[src/rtl/wb_common_pkg.sv]
// rtl/wb_common_pkg.sv - Wishbone B3 cycle-type/burst-type constants and address helpers
package wb_common;

  localparam logic [2:0] CTI_CLASSIC = 3'b000;
  localparam logic [2:0] CTI_INC     = 3'b010;
  localparam logic [2:0] CTI_EOB     = 3'b111;

  localparam logic [1:0] BTE_LINEAR = 2'b00;
  localparam logic [1:0] BTE_WRAP4  = 2'b01;
  localparam logic [1:0] BTE_WRAP8  = 2'b10;
  localparam logic [1:0] BTE_WRAP16 = 2'b11;

  // Next beat address; a wrap only disturbs the bits inside the wrap window.
  function automatic logic [63:0] wb_next_adr(input logic [63:0] adr, input logic [2:0] cti,
                                              input logic [1:0] bte, input int dw);
    logic [63:0] step;
    logic [63:0] mask;
    step = 64'(dw / 8);
    case (bte)
      BTE_WRAP4:  mask = (step << 2) - 64'd1;
      BTE_WRAP8:  mask = (step << 3) - 64'd1;
      BTE_WRAP16: mask = (step << 4) - 64'd1;
      default:    mask = '1;
    endcase
    if (cti == CTI_CLASSIC) return adr;
    return (adr & ~mask) | ((adr + step) & mask);
  endfunction

  function automatic logic wb_is_last(input logic [2:0] cti);
    return (cti == CTI_EOB) || (cti == CTI_CLASSIC);
  endfunction

  function automatic logic [1:0] wb_bte_for(input logic wrap, input int beats);
    if (!wrap) return BTE_LINEAR;
    case (beats)
      4:       return BTE_WRAP4;
      8:       return BTE_WRAP8;
      16:      return BTE_WRAP16;
      default: return BTE_LINEAR;
    endcase
  endfunction

endpackage

[src/rtl/wb_burst_master_if.sv]
// rtl/wb_burst_master_if.sv - Wishbone B3 master-side bus bundle
interface wb_burst_master_if #(
  parameter int dw = 32,
  parameter int aw = 32
) ();
  logic [aw-1:0]   wb_adr_o;
  logic [dw-1:0]   wb_dat_o;
  logic [dw/8-1:0] wb_sel_o;
  logic            wb_we_o;
  logic [1:0]      wb_bte_o;
  logic [2:0]      wb_cti_o;
  logic            wb_cyc_o;
  logic            wb_stb_o;
  logic            wb_ack_i;
  logic            wb_err_i;
  logic [dw-1:0]   wb_dat_i;

  modport master (
    output wb_adr_o, wb_dat_o, wb_sel_o, wb_we_o, wb_bte_o, wb_cti_o, wb_cyc_o, wb_stb_o,
    input  wb_ack_i, wb_err_i, wb_dat_i
  );

  modport slave (
    input  wb_adr_o, wb_dat_o, wb_sel_o, wb_we_o, wb_bte_o, wb_cti_o, wb_cyc_o, wb_stb_o,
    output wb_ack_i, wb_err_i, wb_dat_i
  );
endinterface

[src/rtl/wb_burst_master_adr_gen.sv]
// rtl/wb_burst_master_adr_gen.sv - beat cycle type and next-beat address for the burst master
module wb_burst_adr_gen
  import wb_common::*;
#(
  parameter int dw        = 32,
  parameter int aw        = 32,
  parameter int burst_len = 4
) (
  input  logic [aw-1:0] adr_i,
  input  logic [4:0]    cnt_i,
  input  logic          wrap_i,
  input  logic [1:0]    bte_i,
  output logic [aw-1:0] next_adr_o,
  output logic [2:0]    cti_o
);
  localparam int Step      = dw / 8;
  localparam int LineBytes = burst_len * Step;

  always_comb begin
    if (burst_len == 1)                        cti_o = CTI_CLASSIC;
    else if (cnt_i == 5'(burst_len - 1))       cti_o = CTI_EOB;
    else                                       cti_o = CTI_INC;

    next_adr_o = aw'(wb_next_adr(64'(adr_i), cti_o, bte_i, dw));
    // Wrapping lines with no BTE encoding (2 beats) still wrap inside the line.
    if (wrap_i && (bte_i == BTE_LINEAR))
      next_adr_o = (adr_i & ~aw'(LineBytes - 1)) | ((adr_i + aw'(Step)) & aw'(LineBytes - 1));
  end
endmodule

[src/rtl/wb_burst_master.sv]
// rtl/wb_burst_master.sv - single-request Wishbone B3 burst master for cache line refill/writeback
module wb_burst_master
  import wb_common::*;
#(
  parameter int dw        = 32,
  parameter int aw        = 32,
  parameter int burst_len = 4
) (
  input  logic            wb_clk_i,
  input  logic            wb_rst_ni,
  input  logic            req_valid_i,
  output logic            req_ready_o,
  input  logic            req_we_i,
  input  logic [aw-1:0]   req_adr_i,
  input  logic            req_wrap_i,
  input  logic            wd_valid_i,
  output logic            wd_ready_o,
  input  logic [dw-1:0]   wd_dat_i,
  input  logic [dw/8-1:0] wd_sel_i,
  output logic            rd_valid_o,
  input  logic            rd_ready_i,
  output logic [dw-1:0]   rd_dat_o,
  output logic            rd_last_o,
  output logic            done_o,
  output logic            err_o,
  wb_burst_master_if.master wb
);
  localparam logic [0:0] S_IDLE  = 1'b0;
  localparam logic [0:0] S_BURST = 1'b1;

  logic [0:0]    state_q, state_d;
  logic          we_q, we_d;
  logic          wrap_q, wrap_d;
  logic [aw-1:0] adr_q, adr_d;
  logic [1:0]    bte_q, bte_d;
  logic [4:0]    cnt_q, cnt_d;
  logic          cyc_q, cyc_d;
  logic          done_q, done_d;
  logic          err_q, err_d;

  logic [aw-1:0] next_adr;
  logic [2:0]    cti;
  logic          in_burst, beat_ack, is_last;

  wb_burst_adr_gen #(.dw(dw), .aw(aw), .burst_len(burst_len)) u_adr_gen (
    .adr_i     (adr_q),
    .cnt_i     (cnt_q),
    .wrap_i    (wrap_q),
    .bte_i     (bte_q),
    .next_adr_o(next_adr),
    .cti_o     (cti)
  );

  assign in_burst = (state_q == S_BURST);
  // An error on the same cycle as an ack wins: that beat is neither counted nor handed over.
  assign beat_ack = in_burst && wb.wb_ack_i && !wb.wb_err_i;
  assign is_last  = (cnt_q == 5'(burst_len - 1));

  always_comb begin
    state_d = state_q;
    we_d    = we_q;
    wrap_d  = wrap_q;
    adr_d   = adr_q;
    bte_d   = bte_q;
    cnt_d   = cnt_q;
    cyc_d   = cyc_q;
    done_d  = 1'b0;
    err_d   = 1'b0;
    case (state_q)
      S_IDLE: begin
        if (req_valid_i) begin
          state_d = S_BURST;
          we_d    = req_we_i;
          wrap_d  = req_wrap_i;
          adr_d   = req_adr_i;
          bte_d   = wb_bte_for(req_wrap_i, burst_len);
          cnt_d   = '0;
          cyc_d   = 1'b1;
        end
      end
      S_BURST: begin
        if (wb.wb_err_i) begin
          state_d = S_IDLE;
          cyc_d   = 1'b0;
          we_d    = 1'b0;
          done_d  = 1'b1;
          err_d   = 1'b1;
        end else if (wb.wb_ack_i) begin
          cnt_d = cnt_q + 5'd1;
          adr_d = next_adr;
          if (is_last) begin
            state_d = S_IDLE;
            cyc_d   = 1'b0;
            we_d    = 1'b0;
            done_d  = 1'b1;
          end
        end
      end
      default: state_d = S_IDLE;
    endcase
  end

  always_ff @(posedge wb_clk_i or negedge wb_rst_ni) begin
    if (!wb_rst_ni) begin
      state_q <= S_IDLE;
      we_q    <= 1'b0;
      wrap_q  <= 1'b0;
      adr_q   <= '0;
      bte_q   <= BTE_LINEAR;
      cnt_q   <= '0;
      cyc_q   <= 1'b0;
      done_q  <= 1'b0;
      err_q   <= 1'b0;
    end else begin
      state_q <= state_d;
      we_q    <= we_d;
      wrap_q  <= wrap_d;
      adr_q   <= adr_d;
      bte_q   <= bte_d;
      cnt_q   <= cnt_d;
      cyc_q   <= cyc_d;
      done_q  <= done_d;
      err_q   <= err_d;
    end
  end

  assign req_ready_o = !in_burst;
  assign wd_ready_o  = beat_ack && we_q;
  assign rd_valid_o  = beat_ack && !we_q;
  assign rd_dat_o    = wb.wb_dat_i;
  assign rd_last_o   = rd_valid_o && is_last;
  assign done_o      = done_q;
  assign err_o       = err_q;

  assign wb.wb_cyc_o = cyc_q;
  assign wb.wb_stb_o = in_burst && (we_q ? wd_valid_i : rd_ready_i);
  assign wb.wb_we_o  = we_q;
  assign wb.wb_adr_o = adr_q;
  assign wb.wb_bte_o = bte_q;
  assign wb.wb_cti_o = in_burst ? cti : CTI_CLASSIC;
  assign wb.wb_dat_o = wd_dat_i;
  assign wb.wb_sel_o = we_q ? wd_sel_i : '1;
endmodule
[src/flat_wrapper.sv]
// flat-port wrapper written by rule: the top's interface ports become plain ports
module wb_burst_master_flat import wb_common::*;
#(
  parameter int dw        = 32,
  parameter int aw        = 32,
  parameter int burst_len = 4
)
  (wb_clk_i, wb_rst_ni, req_valid_i, req_ready_o, req_we_i, req_adr_i, req_wrap_i, wd_valid_i, wd_ready_o, wd_dat_i, wd_sel_i, rd_valid_o, rd_ready_i, rd_dat_o, rd_last_o, done_o, err_o, wb_wb_adr_o, wb_wb_dat_o, wb_wb_sel_o, wb_wb_we_o, wb_wb_bte_o, wb_wb_cti_o, wb_wb_cyc_o, wb_wb_stb_o, wb_wb_ack_i, wb_wb_err_i, wb_wb_dat_i);
  wb_burst_master_if #(.dw(dw), .aw(aw)) wb_i ();
  input  logic wb_clk_i;
  input  logic wb_rst_ni;
  input  logic req_valid_i;
  output logic req_ready_o;
  input  logic req_we_i;
  input  logic [aw-1:0] req_adr_i;
  input  logic req_wrap_i;
  input  logic wd_valid_i;
  output logic wd_ready_o;
  input  logic [dw-1:0] wd_dat_i;
  input  logic [dw/8-1:0] wd_sel_i;
  output logic rd_valid_o;
  input  logic rd_ready_i;
  output logic [dw-1:0] rd_dat_o;
  output logic rd_last_o;
  output logic done_o;
  output logic err_o;
  output wire logic [$bits(wb_i.wb_adr_o)-1:0] wb_wb_adr_o;
  output wire logic [$bits(wb_i.wb_dat_o)-1:0] wb_wb_dat_o;
  output wire logic [$bits(wb_i.wb_sel_o)-1:0] wb_wb_sel_o;
  output wire logic [$bits(wb_i.wb_we_o)-1:0] wb_wb_we_o;
  output wire logic [$bits(wb_i.wb_bte_o)-1:0] wb_wb_bte_o;
  output wire logic [$bits(wb_i.wb_cti_o)-1:0] wb_wb_cti_o;
  output wire logic [$bits(wb_i.wb_cyc_o)-1:0] wb_wb_cyc_o;
  output wire logic [$bits(wb_i.wb_stb_o)-1:0] wb_wb_stb_o;
  input wire logic [$bits(wb_i.wb_ack_i)-1:0] wb_wb_ack_i;
  input wire logic [$bits(wb_i.wb_err_i)-1:0] wb_wb_err_i;
  input wire logic [$bits(wb_i.wb_dat_i)-1:0] wb_wb_dat_i;
  assign wb_wb_adr_o = wb_i.wb_adr_o;
  assign wb_wb_dat_o = wb_i.wb_dat_o;
  assign wb_wb_sel_o = wb_i.wb_sel_o;
  assign wb_wb_we_o = wb_i.wb_we_o;
  assign wb_wb_bte_o = wb_i.wb_bte_o;
  assign wb_wb_cti_o = wb_i.wb_cti_o;
  assign wb_wb_cyc_o = wb_i.wb_cyc_o;
  assign wb_wb_stb_o = wb_i.wb_stb_o;
  assign wb_i.wb_ack_i = wb_wb_ack_i;
  assign wb_i.wb_err_i = wb_wb_err_i;
  assign wb_i.wb_dat_i = wb_wb_dat_i;
  wb_burst_master #(.dw(dw), .aw(aw), .burst_len(burst_len)) u_core (.wb_clk_i(wb_clk_i), .wb_rst_ni(wb_rst_ni), .req_valid_i(req_valid_i), .req_ready_o(req_ready_o), .req_we_i(req_we_i), .req_adr_i(req_adr_i), .req_wrap_i(req_wrap_i), .wd_valid_i(wd_valid_i), .wd_ready_o(wd_ready_o), .wd_dat_i(wd_dat_i), .wd_sel_i(wd_sel_i), .rd_valid_o(rd_valid_o), .rd_ready_i(rd_ready_i), .rd_dat_o(rd_dat_o), .rd_last_o(rd_last_o), .done_o(done_o), .err_o(err_o), .wb(wb_i));
endmodule
[config.mk]
export PLATFORM = sky130hd
export DESIGN_NAME = wb_burst_master_flat
export DESIGN_NICKNAME = d
export VERILOG_FILES = /design/src/rtl/wb_common_pkg.sv /design/src/rtl/wb_burst_master_if.sv /design/src/rtl/wb_burst_master_adr_gen.sv /design/src/rtl/wb_burst_master.sv /design/src/flat_wrapper.sv
export SDC_FILE = /design/constraint.sdc
export NUM_CORES = 1
export LEC_CHECK = 0
export ABC_AREA = 1
export BUFFER_PORTS_ARGS = -buffer_cell sky130_fd_sc_hd__buf_2
export CAP_MARGIN = 0
export CORE_MARGIN = 2
export CORE_UTILIZATION = 43
export DETAILED_ROUTE_END_ITERATION = 12
export GPL_TIMING_DRIVEN = 0
export PLACE_DENSITY = 0.82
export SYNTH_ARGS = -nofsm -noshare
export SYNTH_HDL_FRONTEND = slang
export SYNTH_SLANG_ARGS = --single-unit
[constraint.sdc]
create_clock -name wb_clk_i -period 1.8 [get_ports wb_clk_i]
set_input_delay 0.09 -clock wb_clk_i [delete_from_list [all_inputs] [get_ports wb_clk_i]]
set_output_delay 0.09 -clock wb_clk_i [all_outputs]
set_load 0.01 [all_outputs]
# == Word-level counts from Yosys, hierarchy flattened ==
# Index checks and enable logic that the tools add are counted.
# totals
reg_bits,45
latch_bits,0
ram_bits,0
romBits,0
out_inout_bits,114
mem_count,0
# classes
n_addsub,3
multipliers,0
div_mod_pow,0
order_cmp,0
eq_ne,10
shift,0
muxes,39
bitwise_logic,6
reduce_logical,16
# op_table
op,count
$mux 32,5
$pmux 32 s3,1
$and 32x32->32,2
$pmux 32 s2,1
$add 32x3->32 const B,1
$not 32->32,1
$or 32x32->32,1
$or 32x4->32,1
$mux 1,20
$mux 5,3
$pmux 5 s2,1
$logic_and 1x1->1,7
$mux 3,2
$ne 2x2->1 const B,3
$ne 3x3->1 const B,2
$pmux 1 s2,3
$reduce_and 3->1,2
$add 5x1->5 const B,1
$eq 5x2->1 const B,1
$add 4x3->4 const B,1
$eq 2x2->1 const B,2
$mux 2,2
$mux 4,1
$ne 4x4->1 const B,1
7 further kinds,9

# == Longest topological paths before layout ==
# Gate-level depths: netlist (run 1).
# logic_depth
word_depth,10
ltp_mapped,10
ltp_nobuf,9

# == Modules after synthesis ==
# From an unflattened synthesis (run 1), not the netlist that was laid out.
# unflattened
cells_unflattened,530
area_unflattened_um2,4025.1
# by_module_without_submodules
module,n_inst,cells_per_inst,area_each_um2,seq_area_each_um2
wb_burst_master,1,320,2871.5,1076.0
wb_burst_adr_gen,1,210,1153.6,0.0

# == Worst setup path after synthesis (run 1) ==
# OpenSTA, ideal clock, no wires.
# synth_path
path_kind,register to register
startpoint,reg u_core.adr_q[3] (netlist: u_core.wb.wb_adr_o[3])
endpoint,reg (tool-made name)
setup_time_ns,0.077
arrival_time_ns,1.361
setup_slack_ns,0.361
path_stages_with_launch,10
path_buffers,0
synth_period_minus_slack_ns,1.439
cell_sequence,dfrtp_1 > ha_1 > nand2_1 > nor2_4 > nand2_1 > nor2_4 > nand3_1 > nand2_1 > nand2_1 > a21oi_1
# synth_rtl
element,line_no,rtl
"start, declared",wb_burst_master.sv:34,"logic [aw-1:0] adr_q, adr_d;"
"start signal, assigned",wb_burst_master.sv:118,adr_q <= adr_d;

==> summary.md, run 1 <==
| Metric | Value |
|---|---|
| Status | `finished, final reports clean` |
| DRT Wirelength | `a little under 10000 um` |
| Drt first pass iters | `4` |
| Final setup viols | `0` |
| FP Rows | `32` |
| Slowest cell on crit path | `dfrtp_1` |
| Largest net degree at the start of global routing | `44` |
| Synth cell types | `31` |
| CP startpoint kind | `flip-flop` |
| Least-Margin Pin Slew | `0.9812 ns` |
| WP data required | `2.03 ns` |
| Vias in the first global route | `3505` |
| Initial antenna violation count | `0` |
| Final nets | `a little under 800` |
| IR drop worst, VDD | `0.4414 mV` |
| Gpl congestion | `0.9132` |
| Tot GR Track Use | `between 20% and 30%` |
| Fmax | `620.0 MHz` |
| Syn-to-layout area delta | `31.74%` |
| Port Buf Inserts | `157` |
| Grt ovf | `0` |
| Register area share after synthesis | `31.85%` |
| Count leader, synth | `nand2_1` |
| Post-DP HPWL | `a little under 8000 um` |
| Reg2reg setup slack | `about 0.19 ns` |
| Max stage delay on crit path | `around 0.42 ns` |
| GRT Max-Usage Layer | `met2` |
| Max_slew headroom | `34.59%` |
| CTS tree | `yes` |
| Routing usage on met2 | `42.40%` |
| Endpoints failing hold | `0` |
| Final Cycle Share | `89.60%` |
| Max H-tree Level | `2` |
| Vias per cell | `4.837` |
| Routed Antenna Nets | `0` |
| Top-area cell type share of the netlist area | `31.85%` |
| M1 GR Usage | `26.68%` |
| N_diodes | `0` |
| RSZ-0062 raised after global routing | `false` |
| Clock skew | `just under 0.006 ns` |
| EDFF count, synth | `0` |
| Synth Net Count | `605` |
| Largest area contributor in the netlist | `dfrtp_1` |
| CTS Sinks | `43` |
| Post-synth top cells | `122 x nand2_1, 70 x buf_4, 61 x nor2_1, 43 x dfrtp_1, 42 x inv_1` |
| Filler cells | `about 740` |
| Layout cells sized above 1 | `40.36%` |
| Worst setup margin | `0.1871 ns` |
| Syn Area/Cell | `6.839 um^2` |
| Drc violations | `0` |
| Setup bufs post-CTS | `0` |
| Clock transition at path regs | `about 0.09 ns` |
| Max FO, Critical Path | `5` |
| Seq cells post-synth | `43` |
| Multi-input gate area | `about 1500 um^2` |
| Die width | `approximately 93 um` |
| Worst Setup End Kind | `flip-flop` |
| Chip height | `92.64 um` |
| Synthesized instance count | `494` |
| Leak | `0.002377 uW` |
| Max-Cap Viols | `0` |
| Final TNS setup | `0 ns` |
| First-pass GRT wire length | `15860 um` |
| Skew-Pair Late Insertion Delay | `0.29 ns` |
| Worst reg2reg path depth | `9` |
| CTS max path bufs | `2` |
| WL/cell | `12.80 um` |
| Grt met3 use | `3.906%` |
| Core region area | `7687 um^2` |
| Worst Path Class, Setup | `reg2reg` |
| FF-to-FF Start | `u_core.wb.wb_adr_o[2]` |
| Netlist Area Pre-Place | `3378 um^2` |
| Number of DRC violations after detailed-routing iteration 0 | `173` |
| Largest cells by area after synthesis | `dfrtp_1 32%, buf_4 16%, nand2_1 14%` |
| Vias | `3705` |
| Pwr per Cell Area | `approximately 1100 nW/um^2` |
| Pre-CTS setup slack | `between 0.15 and 0.2 ns` |
| Fin. max-slew vios | `0` |
| Hold Crit Class | `in2reg` |
| Final min period | `between 1.5 and 2 ns` |
| Worst Path Arrival | `1.84 ns` |
| Root Buffer | `clkbuf_8` |
| Ys flop type | `dfrtp_1` |
| Synth Warn # | `0` |
| Hold_sp | `req_adr_i[10]` |
| CP dominant cell by count | `nand2_1` |
| I/O pin cnt | `223` |
| CP cell instances | `ha_1 > nand2_1 > nor2_4 > nand2_1 > nor2_4 > nand3_1 > nand2_1 > nand2_1 > a21oi_1` |
| Post-synthesis async set-or-reset flop share | `100.0%` |
| Worst hold path depth | `3` |
| Num CTS Buffers | `5` |
| Reg area | `roughly 1100 um^2` |
| Die area | `~8600 um^2` |
| Initial core utilization | `43.95%` |
==> placed cells by master, fill, tap and decap left out, drive strengths merged <==
cell / n
a22oi: 5
a21oi: 35
o21ai: 33
nand3: 36
clkinvlp: 1
buf: 235
dfrtp: 43
dlygate4sd3: 5
ha: 2
inv: 46
a32oi: 1
and2: 1
a31oi: 6
o31ai: 1
or2: 4
nor2: 70
conb: 1
nand4: 1
clkbuf: 9
nor3: 2
nand2: 127
==> worst max-delay path: cells and delay by family (launching register included) <==
| kind | cells | cell delay, ns |
|---|---|---|
| simple gates | 7 | 0.77 |
| flops | 1 | 0.42 |
| fa+ha+maj | 1 | 0.23 |
| compound gates | 1 | 0.12 |
==> area by class of cell <==
| class | instances | area share [%] |
|---|---|---|
| Buffer | 80 | 13.30 |
| Timing Repair Buffer | 162 | 18.78 |
| Clock inverter | 1 | 0.1687 |
| Sequential cell | 43 | 24.18 |
| Tap cell | 102 | 2.868 |
| Inverter | 46 | 4.048 |
| Clock buffer | 7 | 2.165 |
| Multi-Input combinational cell | 325 | 34.50 |
==> per-layer routing <==
layer | vias to the layer above | share of wire [%] | wire [um]
met4 | 0 | 1.8 | 172
li1 | 1842 | - | -
met5 | - | 0 | 0
met2 | 166 | 51 | 4979
met1 | 1682 | 39 | 3778
met3 | 15 | 8.9 | 870
==> timing repair <==
action,in CTS,in global routing
hold endpoints to repair,47,0
endpoints found under the setup margin,0,1
hold buffers,5,0
gates resized for setup,0,1
==> report_power, final <==
group	internal, uW	switching (uW)
clock network	350	347
logic	927	1320
registers	1310	475
total	2580	2140
==> how the worst max path moves through the flow <==
stage	start	endpoint
final	u_core.wb.wb_adr_o[2]	flip-flop
after global routing	u_core.wb.wb_adr_o[3]	flip-flop
after CTS	u_core.wb.wb_adr_o[2]	flip-flop
after detailed placement	u_core.wb.wb_adr_o[2]	flip-flop
after global placement	u_core.wb.wb_adr_o[2]	flip-flop
after floorplan	u_core.wb.wb_adr_o[3]	flip-flop
==> metrics by stage <==
| step | total power, uW | utilization [%] | hold slack, ns | std cells | cell area (um^2) |
|---|---|---|---|---|---|
| after floorplan | 3159 | - | -0.2056 | 494 | 3378 |
| after global placement | 3950 | 55.83 | 0.2860 | 753 | 4292 |
| after detailed placement | 4027 | 55.83 | 0.2966 | 753 | 4292 |
| after CTS | 4741 | 57.83 | 0.03738 | 766 | 4446 |
| after global routing | 5145 | 57.89 | 0.05325 | 766 | 4451 |
| final | 4728 | 57.89 | 0.05326 | 766 | 4451 |
==> logic make-up after synthesis <==
group	share of synthesized area, %
DFF	31.85
other	0.1110
buffers and inverters	22.85
adders and majority gates	0.7406
AOI/OAI and AO/OA	12.93
and+or+nand+nor	31.52
Power figures use the tool's default switching activity.
==> inputs of run 2 (changes only) <==
--- a/config.mk
+++ b/config.mk
@@ -5,11 +5,10 @@
 export SDC_FILE = /design/constraint.sdc
 export NUM_CORES = 1
 export LEC_CHECK = 0
-export ABC_AREA = 1
 export BUFFER_PORTS_ARGS = -buffer_cell sky130_fd_sc_hd__buf_2
 export CAP_MARGIN = 0
 export CORE_MARGIN = 2
-export CORE_UTILIZATION = 43
+export CORE_UTILIZATION = 42
 export DETAILED_ROUTE_END_ITERATION = 12
 export GPL_TIMING_DRIVEN = 0
 export PLACE_DENSITY = 0.82
==> run 2 against run 1 <==
The run now ends with negative hold slack left. Sequential power down 6%. Register-to-register slack worse by 0.15 ns. Hold slack worse by 0.056 ns. Sequential cell count unchanged. Clock power down 7.5%. Synthesized area down 8.6%.
==> summary.md, run 2 <==
| Metric | Value |
|---|---|
| Most frequent cells in the layout | `159 x buf_2, 90 x buf_4, 35 x nand2_1, 30 x dfrtp_1, 23 x a21oi_1` |
| Synth Net Count | `475 (-21%)` |
| Clock transition at path regs | `0.09 ns (about the same)` |
| Fin. max-slew vios | `0 (unchanged)` |
| Max-Cap Viols | `0 (unchanged)` |
| Fmax | `568.1 MHz (-8.4%)` |
| Count leader, synth | `buf_4` |
| Worst reg2reg path depth | `6 (-3)` |
| CTS max path bufs | `2 (unchanged)` |
| WL/cell | `15.05 um (+18%)` |
| Post-DP Area | `3991 um^2 (-7.0%)` |
| Initial antenna violation count | `0 (unchanged)` |
| Synth cell types | `44 (+42%)` |
| Worst Path Arrival | `2.00 ns (+0.16 ns)` |
| M1 GR Usage | `29.20% (+2.5 points)` |
| Post-route cell area | `4459 um^2 (+0.20%)` |
| Port Buf Inserts | `156 (-0.64%)` |
| Chip height | `89.73 um (-3.1%)` |
| Routed Antenna Nets | `0 (unchanged)` |
| Post-synthesis async set-or-reset flop share | `100.0% (unchanged)` |
| Final TNS setup | `0 ns (unchanged)` |
| Final setup viols | `0 (unchanged)` |
| Final Cycle Share | `97.79% (+8.2 points)` |
| Ys flop type | `dfrtp_1` |
| Most common cell after layout, fill and taps aside | `buf_2` |
| CTS tree | `yes` |
| Pwr per Cell Area | `942.6 nW/um^2 (-11%)` |
| N_diodes | `0 (unchanged)` |
| Worst hold path depth | `3 (unchanged)` |
| RSZ-0062 raised after global routing | `true` |
| DRT Wirelength | `9860 um (+0.60%)` |
| Grt met3 use | `4.107% (+0.20 points)` |
| Worst Path Class, Setup | `reg2reg` |
| Max H-tree Level | `2 (unchanged)` |
| Filler cells | `606 (-18%)` |
| Status | `complete, but fails checks` |
| Largest area contributor in the netlist | `dfrtp_1` |
| Hold Crit Class | `in2reg` |
| WP data required | `2.04 ns (about the same)` |
| Skew-Pair Late Insertion Delay | `0.31 ns (+0.02 ns)` |
| Routing usage on met2 | `38.38% (-4.0 points)` |
| Initial core utilization | `43.02% (-0.93 points)` |
| Endpoints failing hold | `1 (+1)` |
| Largest cells by area after synthesis | `dfrtp_1 35%, buf_4 17%, nand2_1 4.5%` |
| CP cell instances | `nand4_4 > nor4_4 > buf_4 > nand3_2 > or4_1 > nand3_1` |
| Post-route insts no fill | `655 (-14%)` |
| Syn Area/Cell | `8.480 um^2 (+24%)` |
| Max FO, Critical Path | `6 (+1)` |
| Hold slack final | `-0.003110 ns (-0.05637 ns)` |
| Seq cells post-synth | `43 (unchanged)` |
| Tot GR Track Use | `22.57% (-0.19 points)` |
| CP startpoint kind | `flip-flop` |
| Clock skew | `0.01170 ns (+0.005900 ns)` |
| Post-synth top cells | `68 x buf_4, 43 x dfrtp_1, 37 x nand2_1, 25 x nor2_1, 23 x a21oi_1` |
| Vias | `3445 (-7.0%)` |
| Slowest cell on crit path | `or4_1` |
| Drc violations | `0 (unchanged)` |
| Max_slew headroom | `33.48% (-1.1 points)` |
| Placed Cells | `619 (-18%)` |
| Number of DRC violations after detailed-routing iteration 0 | `191 (+10%)` |
| Vias in the first global route | `3133 (-11%)` |
| Worst Setup End Kind | `flip-flop` |
| Register area share after synthesis | `34.86% (+3.0 points)` |
| FP Rows | `31 (-3.1%)` |
| CTS Sinks | `43 (unchanged)` |
| Netlist Area Pre-Place | `3087 um^2 (-8.6%)` |
| Final nets | `666 (-14%)` |
| First-pass GRT wire length | `15180 um (-4.3%)` |
| Least-Margin Pin Slew | `0.9979 ns (+0.01670 ns)` |
| Num CTS Buffers | `5 (unchanged)` |
| Top-area cell type share of the netlist area | `34.86% (+3.0 points)` |
| Final min period | `1.760 ns (+0.1474 ns)` |
| I/O pin cnt | `223 (unchanged)` |
| Gpl congestion | `0.8871 (-2.9%)` |
| Die area | `8051 um^2 (-6.2%)` |
| Die width | `89.73 um (-3.1%)` |
| Final Total Pwr | `4203 uW (-11%)` |
| Syn-to-layout area delta | `44.47%` |
| Layout cells sized above 1 | `54.14% (+14 points)` |
| Root Buffer | `clkbuf_8` |
| Post-DP HPWL | `7054 um (-8.2%)` |
| Failing checks | `negative hold slack` |
| Vias per cell | `5.260 (+8.7%)` |
| Largest net degree at the start of global routing | `44 (unchanged)` |
| IR drop worst, VDD | `0.6571 mV (+49%)` |
| Synth Warn # | `0 (unchanged)` |
| EDFF count, synth | `0 (unchanged)` |
| Max stage delay on crit path | `0.51 ns (+0.09 ns)` |
| Grt ovf | `0 (unchanged)` |
| GRT Max-Usage Layer | `met2` |
| Synthesized instance count | `364 (-26%)` |
| Core region area | `7176 um^2 (-6.7%)` |
| Leak | `0.002273 uW (-4.4%)` |
| Drt first pass iters | `5 (+1)` |
[run 2: per-layer routing]
layer	up-vias	routed length [um]
met5	-	0
met4	0	218
met3	22	793
met2	194	4854
met1	1599	3993
li1	1630	-
[run 2: worst max-delay path: cells and delay by family (launching register included)]
kind                   cells  cell delay [ns]
buffers and inverters      1             0.16
flip-flops                 1             0.44
AND/OR/NAND/NOR            5             1.09
[run 2: layout make-up]
| cell class | count | area [um^2] | area share, % |
|---|---|---|---|
| flip-flops and latches | 43 | 1092 | 24.49 |
| well taps | 99 | 123.9 | 2.778 |
| inverters | 6 | 23.77 | 0.5331 |
| plain buffers | 82 | 591.8 | 13.27 |
| clock inverters | 3 | 20.02 | 0.4489 |
| repair buffers | 185 | 1021 | 22.90 |
| clock buffers | 5 | 68.82 | 1.543 |
| multi-input cells | 232 | 1518 | 34.03 |
[run 2: worst paths after layout]
path / to / slack [ns] / start
max reg2reg: flip-flop / 0.04 / flip-flop
max in group asynchronous: asynchronous set/reset pin / 0.63 / wb_rst_ni
min in group asynchronous: asynchronous set/reset pin / 0.48 / wb_rst_ni
min reg2reg: u_core.wb.wb_adr_o[1] / 0.48 / u_core.wb.wb_adr_o[1]
min: flip-flop / -0.003 / req_adr_i[13]
max: flip-flop / 0.04 / flip-flop
[run 2: logic make-up after synthesis]
kind of cell             Yosys count  share of synthesized area, %
adder cells (fa/ha/maj)            2                        0.8106
flip-flops                        43                         34.86
AND/OR/NAND/NOR                  141                         25.41
multiplexers                      10                         3.243
other                              1                        0.1215
AO/OA/AOI/OAI                     75                         15.36
XOR/XNOR                           3                        0.8514
buffers and inverters             89                         19.34
[run 2: stage by stage]
stage	setup WS, ns	hold slack (ns)	util, %
floorplan	0.05471	-0.2056	-
global placement	-0.1610	0.2889	55.62
detailed placement	-0.2554	0.2869	55.62
CTS	0.0005338	0.01243	59.44
global route	-0.03507	0.01631	62.14
finish	0.03970	-0.003110	62.14
[run 2: where the power goes]
| group | switching (uW) | internal [uW] | total [uW] |
|---|---|---|---|
| logic | 981 | 908 | 1890 |
| clock network | 374 | 271 | 645 |
| registers | 408 | 1260 | 1670 |
| total | 1760 | 2440 | 4200 |
[run 2: what timing repair did]
action / CTS / global route
hold buffers: 6 / 0
setup endpoints to repair: 40 / 28
hold endpoints to repair: 48 / 0
pin swaps: 3 / 12
resized for setup: 26 / 33
buffers inserted: 5 / 18
